<file path="src/rtl/sq_sum_feeder_pkg.sv">
// Shared widths, saturation limit and FSM state encoding for the a^2 + b^2 feeder.
package sq_sum_feeder_pkg;

  localparam int OP_W  = 4;
  localparam int RES_W = 8;

  localparam logic [RES_W-1:0] SAT_MAX = 8'hFF;

  localparam logic [2:0] IDLE    = 3'd0;
  localparam logic [2:0] MUL_A   = 3'd1;
  localparam logic [2:0] MUL_B   = 3'd2;
  localparam logic [2:0] SUM     = 3'd3;
  localparam logic [2:0] WAIT_DS = 3'd4;
  localparam logic [2:0] ISSUE   = 3'd5;

endpackage

</file>
<file path="src/rtl/sq_sum_feeder_mul4_shift_add.sv">
// 4x4 iterative shift-add multiplier: one partial product per step, four steps per product.
// load_i has priority over step_i. acc_next_o is the accumulator value the current step
// produces, so the caller can capture the product on the same edge as the last step.
module mul4_shift_add
  import sq_sum_feeder_pkg::*;
(
  input  logic             clk_i,
  input  logic             rst_i,
  input  logic             load_i,
  input  logic             step_i,
  input  logic [OP_W-1:0]  mcand_i,
  input  logic [OP_W-1:0]  mplier_i,
  output logic [RES_W-1:0] acc_o,
  output logic [RES_W-1:0] acc_next_o,
  output logic             done_o
);

  logic [RES_W-1:0] mcand_q;
  logic [OP_W-1:0]  mplier_q;
  logic [RES_W-1:0] acc_q;
  logic [2:0]       cnt_q;

  assign acc_next_o = acc_q + (mplier_q[0] ? mcand_q : '0);
  assign done_o     = step_i && (cnt_q == 3'd3);
  assign acc_o      = acc_q;

  // Load clears the accumulator; each step adds the shifted multiplicand when the LSB is set.
  always_ff @(posedge clk_i or negedge rst_i) begin
    if (!rst_i) begin
      mcand_q  <= '0;
      mplier_q <= '0;
      acc_q    <= '0;
      cnt_q    <= '0;
    end else if (load_i) begin
      mcand_q  <= {{(RES_W-OP_W){1'b0}}, mcand_i};
      mplier_q <= mplier_i;
      acc_q    <= '0;
      cnt_q    <= '0;
    end else if (step_i) begin
      acc_q    <= acc_next_o;
      mcand_q  <= {mcand_q[RES_W-2:0], 1'b0};
      mplier_q <= {1'b0, mplier_q[OP_W-1:1]};
      cnt_q    <= cnt_q + 3'd1;
    end
  end

endmodule

</file>
<file path="src/rtl/sq_sum_feeder.sv">
// Operand stage for the integer square-root unit: squares a and b on one shared
// multiplier, saturates a^2 + b^2 to 8 bits and issues a start pulse when the root is idle.
//
//   state   | meaning
//   IDLE    | waiting for start_i, operands latched on accept
//   MUL_A   | four shift-add steps computing a*a
//   MUL_B   | four shift-add steps computing b*b
//   SUM     | add, saturate and register y_bo / sat_o
//   WAIT_DS | hold result until the root unit reports idle
//   ISSUE   | root_start_o high for this single cycle
module sq_sum_feeder
  import sq_sum_feeder_pkg::*;
(
  input  logic             clk_i,
  input  logic             rst_i,
  input  logic             start_i,
  input  logic [OP_W-1:0]  a_bi,
  input  logic [OP_W-1:0]  b_bi,
  input  logic [1:0]       root_busy_i,
  output logic [RES_W-1:0] y_bo,
  output logic             root_start_o,
  output logic             sat_o,
  output logic             busy_o
);

  logic [2:0]       state_q;
  logic [OP_W-1:0]  b_q;
  logic [RES_W-1:0] a_sq_q;
  logic [RES_W-1:0] y_q;
  logic             sat_q;
  logic             start_q;

  logic             mul_load;
  logic             mul_step;
  logic             mul_done;
  logic [OP_W-1:0]  mul_mcand;
  logic [RES_W-1:0] mul_acc;
  logic [RES_W-1:0] mul_acc_next;
  logic [RES_W:0]   sum;

  assign mul_load  = ((state_q == IDLE) && start_i) || ((state_q == MUL_A) && mul_done);
  assign mul_step  = (state_q == MUL_A) || (state_q == MUL_B);
  assign mul_mcand = (state_q == IDLE) ? a_bi : b_q;

  // By SUM the multiplier accumulator holds b^2; a^2 was captured at the end of MUL_A.
  assign sum = {1'b0, a_sq_q} + {1'b0, mul_acc};

  mul4_shift_add u_mul (
    .clk_i      (clk_i),
    .rst_i      (rst_i),
    .load_i     (mul_load),
    .step_i     (mul_step),
    .mcand_i    (mul_mcand),
    .mplier_i   (mul_mcand),
    .acc_o      (mul_acc),
    .acc_next_o (mul_acc_next),
    .done_o     (mul_done)
  );

  // Sequencing FSM with result registers and the registered start pulse.
  always_ff @(posedge clk_i or negedge rst_i) begin
    if (!rst_i) begin
      state_q <= IDLE;
      b_q     <= '0;
      a_sq_q  <= '0;
      y_q     <= '0;
      sat_q   <= 1'b0;
      start_q <= 1'b0;
    end else begin
      start_q <= 1'b0;
      case (state_q)
        IDLE: begin
          if (start_i) begin
            b_q     <= b_bi;
            state_q <= MUL_A;
          end
        end
        MUL_A: begin
          if (mul_done) begin
            a_sq_q  <= mul_acc_next;
            state_q <= MUL_B;
          end
        end
        MUL_B: begin
          if (mul_done) state_q <= SUM;
        end
        SUM: begin
          y_q     <= sum[RES_W] ? SAT_MAX : sum[RES_W-1:0];
          sat_q   <= sum[RES_W];
          state_q <= WAIT_DS;
        end
        WAIT_DS: begin
          if (root_busy_i == 2'd0) begin
            start_q <= 1'b1;
            state_q <= ISSUE;
          end
        end
        ISSUE:   state_q <= IDLE;
        default: state_q <= IDLE;
      endcase
    end
  end

  assign y_bo         = y_q;
  assign sat_o        = sat_q;
  assign root_start_o = start_q;
  assign busy_o       = (state_q != IDLE);

endmodule

</file>
<file path="config.mk">
export PLATFORM = sky130hd
export DESIGN_NAME = sq_sum_feeder
export DESIGN_NICKNAME = d
export VERILOG_FILES = /design/src/rtl/sq_sum_feeder_pkg.sv /design/src/rtl/sq_sum_feeder_mul4_shift_add.sv /design/src/rtl/sq_sum_feeder.sv
export SDC_FILE = /design/constraint.sdc
export NUM_CORES = 1
export LEC_CHECK = 0
export ABC_AREA = 1
export CORE_MARGIN = 5
export CORE_UTILIZATION = 60
export CTS_BUF_LIST = sky130_fd_sc_hd__clkbuf_8
export CTS_CLUSTER_DIAMETER = 50
export DETAILED_ROUTE_END_ITERATION = 10
export PLACE_DENSITY = 0.81
export SYNTH_ARGS = -nofsm -noshare
export SYNTH_HDL_FRONTEND = slang
export SYNTH_SLANG_ARGS = --single-unit
</file>
<file path="constraint.sdc">
create_clock -name clk_i -period 3.5 [get_ports clk_i]
set_input_delay 0.35 -clock clk_i [delete_from_list [all_inputs] [get_ports clk_i]]
set_output_delay 0.35 -clock clk_i [all_outputs]
set_load 0.02 [all_outputs]
</file>
==> metrics.txt <==
Clock transition at path regs=approximately 0.090 ns; hold buffer count at CTS=0; DIE AREA=between 6000 and 7000 um2; initial antenna violation count=0; largest cells by area after synthesis=dfrtp_1 (43%), nand2_1 (19%), ha_1 (7.7%); TritonCTS clock tree=done; RSZ-0062 raised after global routing=false; post-synthesis register bit count=48; layout net count=approximately 410; sequential share of the synthesized area=0.434; area growth from synthesis to layout=12.6%; Worst path slowest cell=clkdlybuf4s50_1; Synth Area per Inst=7.93 um2; synthesized net count=roughly 380; Max Slew Vio Count=0; Primary FF master, synth=dfrtp_1; max incr delay on CP=roughly 0.65 ns; Critical Path Source=state_q[2]$_DFFE_PN0P_; setup tns final=0 ns; # clock sinks=48; max cap viols=0; Compound-Gate Fraction of Synth Area=0.0506; worst vdd ir=about 0.55 mV; Critical Path Start Type=flop; H-Tree Depth=2; cell row count=24; final wirelength=approximately 5 mm; maximum number of pins on one net before global-route repair=49; CTS Root Cell=clkbuf_8; Placer Congestion=0.873; critical setup path kind=flop to primary output; xor and xnor area share after synthesis=0.0221; CORE AREA=4410 um2; Post-CTS Setup Inserts=0; IO Count=24; Synth Instances=approximately 350; CP required=~3.2 ns; placed inst area=a little over 3000 um2; top-area cell type share of the netlist area=0.434; GRT Total Usage=0.185; final setup fails=0; Fmax=~470 MHz; Synth area leader=dfrtp_1; CTS Buf Count=5; Simple-Gate Fraction of Synth Area=0.328; crit end category=primary output; gr ovfl total=0; WP data arrival=between 1.5 and 2 ns; Via density=5.08; worst hold path type=primary input to asynchronous set/reset pin; clk_skew=between 0.005 and 0.006 ns; DR iter-0 viols=81; vias in the first global route=~2.1k; first-pass GRT wire length=between 9 and 10 mm; Inserted Diodes=0; Longest Clk Path Bufs=2; Worst-Margin Slew=between 1 and 1.5 ns; initial core utilization=0.627; ANT nets after route=0; CTS resizes=0; Synth Area in Adders=0.0913; fin crit period=2.13 ns; status=finished, final reports clean; Synthesis Warnings=0; fraction of registers with async set/reset=1.00; Yosys cell types=33; Die H=a little under 80 um; total number of vias=about 2.2k; CP Max Fanout=6; Post-Layout Inst Area=between 3000 and 4000 um2; mux contribution to synthesized area=0.0163; Static Leakage=about 0.0018 uW; Slew headroom=0.313; reg2reg start=u_mul.cnt_q[0]$_DFFE_PN0P_; width of the chip=roughly 78 um; critical path, cell by cell=inv_2, nand3_1, clkdlybuf4s50_1; DR DRC count=0; I/O Buffers=23; main combinational cell family by area after synthesis=simple AND/OR/NAND/NOR gates; period utilisation layout=0.609; pwr dens=roughly 790 nW/um2; Cell Area, Synth=between 2000 and 3000 um2; flop2flop setup slack=1.59 ns; DRT Pass-1 Iters=4; final HPWL from detailed placement=roughly 3.7 mm; drt wl/cell=~12 um; EDFF count, synth=0; later-pin clock latency in the skew report=roughly 0.3 ns; endpoints failing hold=0; proportion of layout cells with a drive suffix above 1=0.0800
[cells by family (layout without fill, tap and decap cells)]
group,Yosys count,in the layout
AOI/OAI and AO/OA,25,25
xor gates and xnor gates,7,7
adders and majority gates,19,19
buffers and inverters,38,64
DFF,48,48
muxes,4,4
and+or+nand+nor,208,208
[state kept, by name, summed over array words and instances, names as in the netlist]
register	flops
a_sq_q	8
u_mul.cnt_q	3
y_bo	8
u_mul.acc_o	8
b_q	4
state_q	3
u_mul.mcand_q	8
u_mul.mplier_q	4
root_start_o	1
sat_o	1
[per-layer routing]
layer	part of all wire	GRT usage
met1	0.48	0.232
met2	0.48	0.319
met3	0.031	0.0428
met4	0.010	0.0507
met5	0	0
[cell usage after synthesis, drive strengths merged, types with 2 or more instances]
| master | count |
|---|---|
| buf | 3 |
| mux2 | 4 |
| ha | 17 |
| a21oi | 8 |
| dfrtp | 48 |
| fa | 2 |
| o31ai | 2 |
| or2 | 2 |
| o21ai | 11 |
| xor2 | 6 |
| nand2 | 142 |
| nand3b | 2 |
| nand3 | 21 |
| nor2 | 37 |
| inv | 34 |
| nand4 | 3 |
[area by class of cell]
class | instances | area (um2)
clock buffer | 6 | 82.6
timing repair buffer | 23 | 225
tap | 52 | 65.1
clock inverter | 1 | 8.76
sequential | 48 | 1200
inverter | 34 | 128
fill | 369 | 1300
multi-input combinational | 263 | 1410
[power breakdown]
part	switching, uW	internal (uW)
sequential	153	771
clock	183	158
combinational	727	483
[final timing paths]
path,to,depth (start not counted)
worst min register to register,u_mul.mplier_q[1]$_DFFE_PN0P_,2
worst max register to register,u_mul.acc_o[6]$_DFFE_PN0P_,7
worst min-delay path,state_q[2]$_DFFE_PN0P_,1
min in group clk_i,u_mul.mplier_q[1]$_DFFE_PN0P_,2
max in group asynchronous,u_mul.mcand_q[3]$_DFFE_PN0P_,1
worst max-delay path,busy_o,3
[layout by cell type, fill, tap and decap left out, drive strengths merged]
master,Yosys,final
a21o,1,1
nand3b,2,2
nand4,3,3
or2,2,2
xnor2,1,1
clkbuf,1,6
nand3,21,21
clkinv,0,1
o21bai,1,1
nor3,1,1
inv,34,34
o21ai,11,11
o21a,1,1
ha,17,17
buf,3,1
mux2,4,4
nand2,142,142
o211ai,1,1
xor2,6,6
clkdlybuf4s50,0,22
dfrtp,48,48
a21oi,8,8
fa,2,2
nor2,37,37
o31ai,2,2
[through the flow]
| stage | power, uW | cells | hold WS [ns] | setup slack [ns] | utilization |
|---|---|---|---|---|---|
| floorplan | 1840 | 349 | 0.0544 | 1.75 | - |
| global placement | 2110 | 420 | 0.455 | 1.67 | 0.685 |
| detailed placement | 2150 | 420 | 0.464 | 1.59 | 0.685 |
| CTS | 2500 | 427 | 0.247 | 1.36 | 0.706 |
| global route | 2720 | 427 | 0.296 | 1.24 | 0.706 |
| finish | 2470 | 427 | 0.221 | 1.37 | 0.706 |
[critical path, delay by kind of cell, from the launching register on]
| family | cells | cell delay [ns] |
|---|---|---|
| and+or+nand+nor | 1 | 0.22 |
| buffers and inverters | 2 | 0.77 |
| DFF | 1 | 0.48 |
Power figures use the tool's default switching activity.
